<file path="src/rtl/mips_bp_pkg.sv">
// Shared definitions for the branch predictor / resolution slice.
// Contents:
//   bru_state_e  - resolution FSM states (RUN, REDIR)
//   IDX_W_DEF    - default PHT index width
//   NUM_SLOTS    - instructions resolved per cycle (dual issue)
//   CNT_W        - performance counter width
//   popcount2    - number of set bits in a two-slot mask
package mips_bp_pkg;

    localparam int unsigned IDX_W_DEF = 7;
    localparam int unsigned NUM_SLOTS = 2;
    localparam int unsigned CNT_W     = 32;

    typedef enum logic {
        RUN   = 1'b0,
        REDIR = 1'b1
    } bru_state_e;

    function automatic logic [1:0] popcount2(input logic [NUM_SLOTS-1:0] v);
        return {1'b0, v[0]} + {1'b0, v[1]};
    endfunction

endpackage

</file>
<file path="src/rtl/bru_sat_counter.sv">
// Saturating up-counter used for the branch performance counters.
// Ports:
//   clk   - clock, rising edge
//   rst   - asynchronous active-high reset, clears the count
//   inc   - amount to add this cycle (0..2)
//   count - current count; sticks at all-ones instead of wrapping
module bru_sat_counter
    import mips_bp_pkg::*;
(
    input  logic             clk,
    input  logic             rst,
    input  logic [1:0]       inc,
    output logic [CNT_W-1:0] count
);

    logic [CNT_W-1:0] count_q;
    logic [CNT_W-1:0] count_d;
    logic [CNT_W:0]   sum;

    always_comb begin
        sum     = {1'b0, count_q} + {{(CNT_W - 1){1'b0}}, inc};
        count_d = sum[CNT_W] ? {CNT_W{1'b1}} : sum[CNT_W-1:0];
    end

    always_ff @(posedge clk or posedge rst) begin
        if (rst) begin
            count_q <= '0;
        end else begin
            count_q <= count_d;
        end
    end

    assign count = count_q;

endmodule

</file>
<file path="src/rtl/branch_resolve_unit.sv">
// Dual-slot branch resolution in decode. Latches the fetch-stage prediction
// alongside the instruction pair, compares the predicted next PC against the
// resolved one, redirects fetch on a mismatch and emits per-slot predictor
// updates plus branch / mispredict performance counters.
// Ports:
//   clk, rst                 - clock and asynchronous active-high reset
//   stallF, stallD           - fetch / decode stall
//   flushD_ext               - external decode flush (also cancels resolution)
//   PCF, PC_predF            - fetch PC and predicted target
//   pred_takenF              - predicted taken per slot ([0]=PC, [1]=PC+4)
//   branchD1/2, pcsrcD1/2    - slot is a branch / slot resolved taken
//   PCBranchD1/2             - resolved targets
//   redirect, flush_fd       - fetch redirect, kill F/D latch
//   redirect_pc              - correct next PC
//   upd_valid, upd_taken     - predictor update strobe and outcome per slot
//   upd_idx1/2, upd_target1/2- predictor update indices and targets
//   cnt_branch, cnt_mispred  - saturating performance counters
module branch_resolve_unit
    import mips_bp_pkg::*;
#(
    parameter int unsigned IDX_W = IDX_W_DEF
) (
    input  logic                 clk,
    input  logic                 rst,
    input  logic                 stallF,
    input  logic                 stallD,
    input  logic                 flushD_ext,
    input  logic [31:0]          PCF,
    input  logic [31:0]          PC_predF,
    input  logic [NUM_SLOTS-1:0] pred_takenF,
    input  logic                 branchD1,
    input  logic                 branchD2,
    input  logic                 pcsrcD1,
    input  logic                 pcsrcD2,
    input  logic [31:0]          PCBranchD1,
    input  logic [31:0]          PCBranchD2,
    output logic                 redirect,
    output logic                 flush_fd,
    output logic [31:0]          redirect_pc,
    output logic [NUM_SLOTS-1:0] upd_valid,
    output logic [NUM_SLOTS-1:0] upd_taken,
    output logic [IDX_W-1:0]     upd_idx1,
    output logic [IDX_W-1:0]     upd_idx2,
    output logic [31:0]          upd_target1,
    output logic [31:0]          upd_target2,
    output logic [CNT_W-1:0]     cnt_branch,
    output logic [CNT_W-1:0]     cnt_mispred
);

    // F/D latch
    logic                 vd_q;
    logic [31:0]          pcd_q;
    logic [31:0]          pc_predd_q;
    logic [NUM_SLOTS-1:0] pred_takend_q;

    bru_state_e state_q, state_d;

    logic [31:0]          pc_plus8;
    logic [31:0]          npred;
    logic [31:0]          nact;
    logic                 resolve;
    logic                 mispred;
    logic [NUM_SLOTS-1:0] upd_valid_d;

    logic [31:0]          redirect_pc_q;
    logic [NUM_SLOTS-1:0] upd_valid_q;
    logic [NUM_SLOTS-1:0] upd_taken_q;
    logic [IDX_W-1:0]     upd_idx1_q;
    logic [IDX_W-1:0]     upd_idx2_q;
    logic [31:0]          upd_target1_q;
    logic [31:0]          upd_target2_q;

    // Flush wins over capture; a stalled decode keeps its contents.
    always_ff @(posedge clk or posedge rst) begin
        if (rst) begin
            vd_q          <= 1'b0;
            pcd_q         <= '0;
            pc_predd_q    <= '0;
            pred_takend_q <= '0;
        end else if (flush_fd || flushD_ext) begin
            vd_q <= 1'b0;
        end else if (!stallF && !stallD) begin
            vd_q          <= 1'b1;
            pcd_q         <= PCF;
            pc_predd_q    <= PC_predF;
            pred_takend_q <= pred_takenF;
        end
    end

    always_comb begin
        pc_plus8 = pcd_q + 32'd8;
        npred    = (pred_takend_q != '0) ? pc_predd_q : pc_plus8;
        // Slot 1 taken makes slot 2 wrong-path, so it takes priority.
        nact     = pcsrcD1 ? PCBranchD1 : (pcsrcD2 ? PCBranchD2 : pc_plus8);
        // An external flush in the same cycle invalidates the decode pair.
        resolve  = (state_q == RUN) && vd_q && !flushD_ext && !stallD;
        mispred  = resolve && (npred != nact);
        upd_valid_d = resolve ? {branchD2 && !pcsrcD1, branchD1} : '0;
    end

    always_comb begin
        state_d  = state_q;
        redirect = 1'b0;
        flush_fd = 1'b0;
        unique case (state_q)
            RUN: begin
                if (mispred) begin
                    state_d = REDIR;
                end
            end
            REDIR: begin
                redirect = 1'b1;
                flush_fd = 1'b1;
                if (!stallF) begin
                    state_d = RUN;
                end
            end
            default: state_d = RUN;
        endcase
    end

    always_ff @(posedge clk or posedge rst) begin
        if (rst) begin
            state_q       <= RUN;
            redirect_pc_q <= '0;
        end else begin
            state_q <= state_d;
            if (mispred) begin
                redirect_pc_q <= nact;
            end
        end
    end

    // Update strobe is a one-cycle pulse; payload holds between resolutions.
    always_ff @(posedge clk or posedge rst) begin
        if (rst) begin
            upd_valid_q   <= '0;
            upd_taken_q   <= '0;
            upd_idx1_q    <= '0;
            upd_idx2_q    <= '0;
            upd_target1_q <= '0;
            upd_target2_q <= '0;
        end else begin
            upd_valid_q <= upd_valid_d;
            if (resolve) begin
                upd_taken_q   <= {pcsrcD2, pcsrcD1};
                upd_idx1_q    <= pcd_q[IDX_W-1:0];
                upd_idx2_q    <= pcd_q[IDX_W-1:0] + IDX_W'(4);
                upd_target1_q <= PCBranchD1;
                upd_target2_q <= PCBranchD2;
            end
        end
    end

    // Counters advance on the same edge that raises the update / redirect.
    bru_sat_counter u_cnt_branch (
        .clk   (clk),
        .rst   (rst),
        .inc   (popcount2(upd_valid_d)),
        .count (cnt_branch)
    );

    bru_sat_counter u_cnt_mispred (
        .clk   (clk),
        .rst   (rst),
        .inc   ({1'b0, mispred}),
        .count (cnt_mispred)
    );

    assign redirect_pc = redirect_pc_q;
    assign upd_valid   = upd_valid_q;
    assign upd_taken   = upd_taken_q;
    assign upd_idx1    = upd_idx1_q;
    assign upd_idx2    = upd_idx2_q;
    assign upd_target1 = upd_target1_q;
    assign upd_target2 = upd_target2_q;

endmodule
</file>
<file path="config.mk">
export PLATFORM = sky130hd
export DESIGN_NAME = branch_resolve_unit
export DESIGN_NICKNAME = d
export VERILOG_FILES = /design/src/rtl/mips_bp_pkg.sv /design/src/rtl/bru_sat_counter.sv /design/src/rtl/branch_resolve_unit.sv
export SDC_FILE = /design/constraint.sdc
export NUM_CORES = 1
export LEC_CHECK = 0
export CAP_MARGIN = 10
export CORE_UTILIZATION = 45
export CTS_CLUSTER_SIZE = 28
export DETAILED_ROUTE_END_ITERATION = 10
export PLACE_DENSITY_LB_ADDON = 0.3
export SYNTH_ARGS = -nofsm -noshare
export SYNTH_HDL_FRONTEND = slang
export SYNTH_SLANG_ARGS = --single-unit
</file>
<file path="constraint.sdc">
create_clock -name clk -period 9.4 [get_ports clk]
set_input_delay 0.94 -clock clk [delete_from_list [all_inputs] [get_ports clk]]
set_output_delay 0.94 -clock clk [all_outputs]
set_load 0.01 [all_outputs]
</file>
==> results.toml <==
[power]
power.leakage_nw = 7.58
vdd.ir_drop.worst_mv = 0.134
p_per_area_mw_per_mm2 = 223

[clocking]
clkTransAtPathRegs_ns = 0.06
cts_buffer_depth = 3
htree_num_levels = 1
worstSkewPairLatency_ns = 0.55
numCtsBuffers = 28
cts.sinks = 244
cts_tree = "done"
cts-root-buf = "clkbuf_16"
cts-resized-gates = 0
postCtsSetupBuffers = 0
cts_hold_buf = 0

[drt]
ant_nets = 0
wl_per_cell_um = 19.7
viasPerCell = 5.51
drt-initial-drc-count = 794
vias = 11000
routed_wl_um = 39300
route.detailed.drc = 0
first_pass_iters = 5

[worst_setup_path]
start_kind = "flip-flop"
reg2reg_from = "pcd_q[4]"
path_cells = "ha_1 > nand3_2 > or4_1 > or2_4 > xnor2_1 > mux2_1 > o2111ai_1 > o32ai_1 > and4_4 > a41oi_4 > ha_1 > and3_1 > nand3_1 > nor4_1 > nand2_1 > or3_1 > o21ai_0"
rrSetupSlack_ns = 3.17
slowest_stage = "or4_1"
critPathMostFrequentCell = "ha_1"
reg2reg_depth = 17
r2r-end = "u_cnt_mispred.count[4]"
cp_slowest_stage_delay_ns = 0.79
end_kind = "flip-flop"
crit_fanout = 27
crit_type = "flip-flop to flip-flop"
cp_data_arrival_time_ns = 6.69
crit_required_ns = 9.86

[logic_synthesis]
yosysWarnings = 0
yosysMostFrequentCell = "nand2_1"
synth_edf_count = 0
avgSynthCellArea_um2 = 9.73
ys_ff_latch = 244
synthFlopType = "dfrtp_1"
synth_seq_area_share_pct = 48.0
synth_top_area_cell = "dfrtp_1"
async_reset_ff_share_pct = 100
synthTopCellsByCount = "331 x nand2_1, 244 x dfrtp_1, 64 x mux2_2, 59 x clkbuf_1, 59 x xnor2_1"
netlist.area_leader.share_pct = 48.0
syn_area_mm2 = 0.0127
syn_inst = 1307
synthTopCellsByArea = "dfrtp_1 48%, nand2_1 9.8%, mux2_2 5.7%"
synthDistinctLibCells = 80
mappedNetlistNets = 1452

[placement]
portBuffers = 318
dp_hpwl_um = 28400
routabilityCongestion = 0.922

[floorplanning]
die_x_um = 170
coreArea_mm2 = 0.0278
die_area_mm2 = 0.0289
row_count = 61
ios = 319
chipHeight_um = 170
initial_core_util_pct = 45.8

[finish]
regArea_mm2 = 0.00611
post-route-util_pct = 61.8
fillers = 2341
multi_input_area_mm2 = 0.00623
drive_gt1_share_pct = 10.6
num-nets-final = 1738
syn2layout_area_growth_pct = 35.0
n_antenna_cell = 0

[outcome]
outcome = "finished, final reports clean"

[job]
drv_cap = 0

[sta]
rsz0062_at_grt = "no"
fin_crit_ns = 6.23
hold_slack_ns = 0.474
post-route-period-util_pct = 66.3
hold_viol_final = 0
fin_skew_ns = 0.0125
setup_viol = 0
tns_ns = 0
drv_slew = 0
max_freq_mhz = 161
slew_headroom_pct = 27.6
worstMarginPinSlew_ns = 1.08

[global_routing]
grt_pass1_wl_um = 59900
grt_antenna_before_repair = 2
grt_max_degree = 106
grt_overflow = 0
first_global_vias = 10600
grt.total_usage_pct = 26.8

[worst_hold_path]
min_from = "upd_target1[7]"
min_to = "upd_target1[7]"
hold_path_class = "flip-flop to flip-flop"
whs_path_depth = 2
[stage by stage]
stage          area [µm²]  setup WS, ns  cells  total power, mW
2_1_floorplan       12700          1.76   1307             2.04
5_1_grt             17200          2.69   1992             4.02
3_5_place_dp        16200          2.91   1941             2.67
3_3_place_gp        16200          3.10   1941             2.64
6_report            17200          3.17   1992             3.84
4_1_cts             17200          3.20   1992             3.86
[layout by cell type (no fill, tap or decap), types with 6 or more instances in the layout]
cell type	n
clkbuf_8	6
clkbuf_16	28
inv_1	22
mux2_4	24
nand4_1	15
a211oi_1	6
clkdlybuf4s50_1	317
o211ai_1	7
xnor2_1	59
or4_1	7
and3_1	19
o21ai_0	54
and4_1	10
xor2_1	50
nor2_1	30
o22ai_1	13
mux2_2	64
mux2i_1	21
nand2b_1	10
nor3_1	19
buf_4	12
or3_1	9
nand2_1	331
a21o_1	6
nor4_1	13
a22oi_1	19
clkbuf_1	6
a31oi_1	9
nand3_1	46
dfrtp_1	244
a21oi_1	27
[registers in the layout, summed over array words and instances (netlist names)]
name / count
upd_target2: 32
upd_taken: 2
state_q: 1
pc_predd_q: 32
upd_target1: 32
vd_q: 1
upd_idx1: 7
pcd_q: 32
upd_valid: 2
pred_takend_q: 2
upd_idx2: 5
u_cnt_mispred.count: 32
u_cnt_branch.count: 32
redirect_pc: 32
[how the worst max path moves through the flow]
stage | start | end | slack [ns] | cells past startpoint
after CTS | pcd_q[4] | u_cnt_mispred.count[4] | 3.20 | 17
after floorplan | rst | pc_predd_q[0] | 1.76 | 1
final | pcd_q[4] | u_cnt_mispred.count[4] | 3.17 | 17
after global placement | pcsrcD2 | u_cnt_mispred.count[27] | 3.10 | 18
after detailed placement | pcsrcD2 | u_cnt_mispred.count[12] | 2.91 | 18
after global routing | pcd_q[4] | u_cnt_mispred.count[4] | 2.69 | 17
[power breakdown]
group / switching [mW] / internal (mW)
clock: 0.445 / 0.731
sequential: 0.212 / 1.29
combinational: 0.526 / 0.633
[critical path: cells and delay by family (launching register included)]
family / cells / cell delay [ns]
AO/OA/AOI/OAI: 4 / 0.66
XOR/XNOR: 1 / 0.25
adder cells (fa/ha/maj): 2 / 0.52
flip-flops: 1 / 0.54
multiplexers: 1 / 0.36
AND/OR/NAND/NOR: 9 / 3.79
[metal layers]
metal / track usage (%) / vias to the layer above / routed length (µm)
li1: - / 5125 / -
met5: 0 / - / 26
met1: 36.0 / 5334 / 16800
met2: 42.6 / 434 / 18100
met4: 9.40 / 4 / 1260
met3: 6.05 / 83 / 3100
[kinds of logic after synthesis]
logic type	synth area share [%]
fa+ha+maj	0.649
xor+xnor	7.68
flops	48.0
buf+inv	3.22
compound gates	10.3
simple gates	19.9
mux	10.3
[final cells by class]
cell class	instances	area share (%)
timing repair buffer	330	19.0
clock buffer	40	4.69
sequential	244	35.6
multi-input combinational	966	36.3
tap	378	2.75
clock inverter	11	1.14
inverter	23	0.547
No activity file was read; power rests on OpenSTA's default activity.
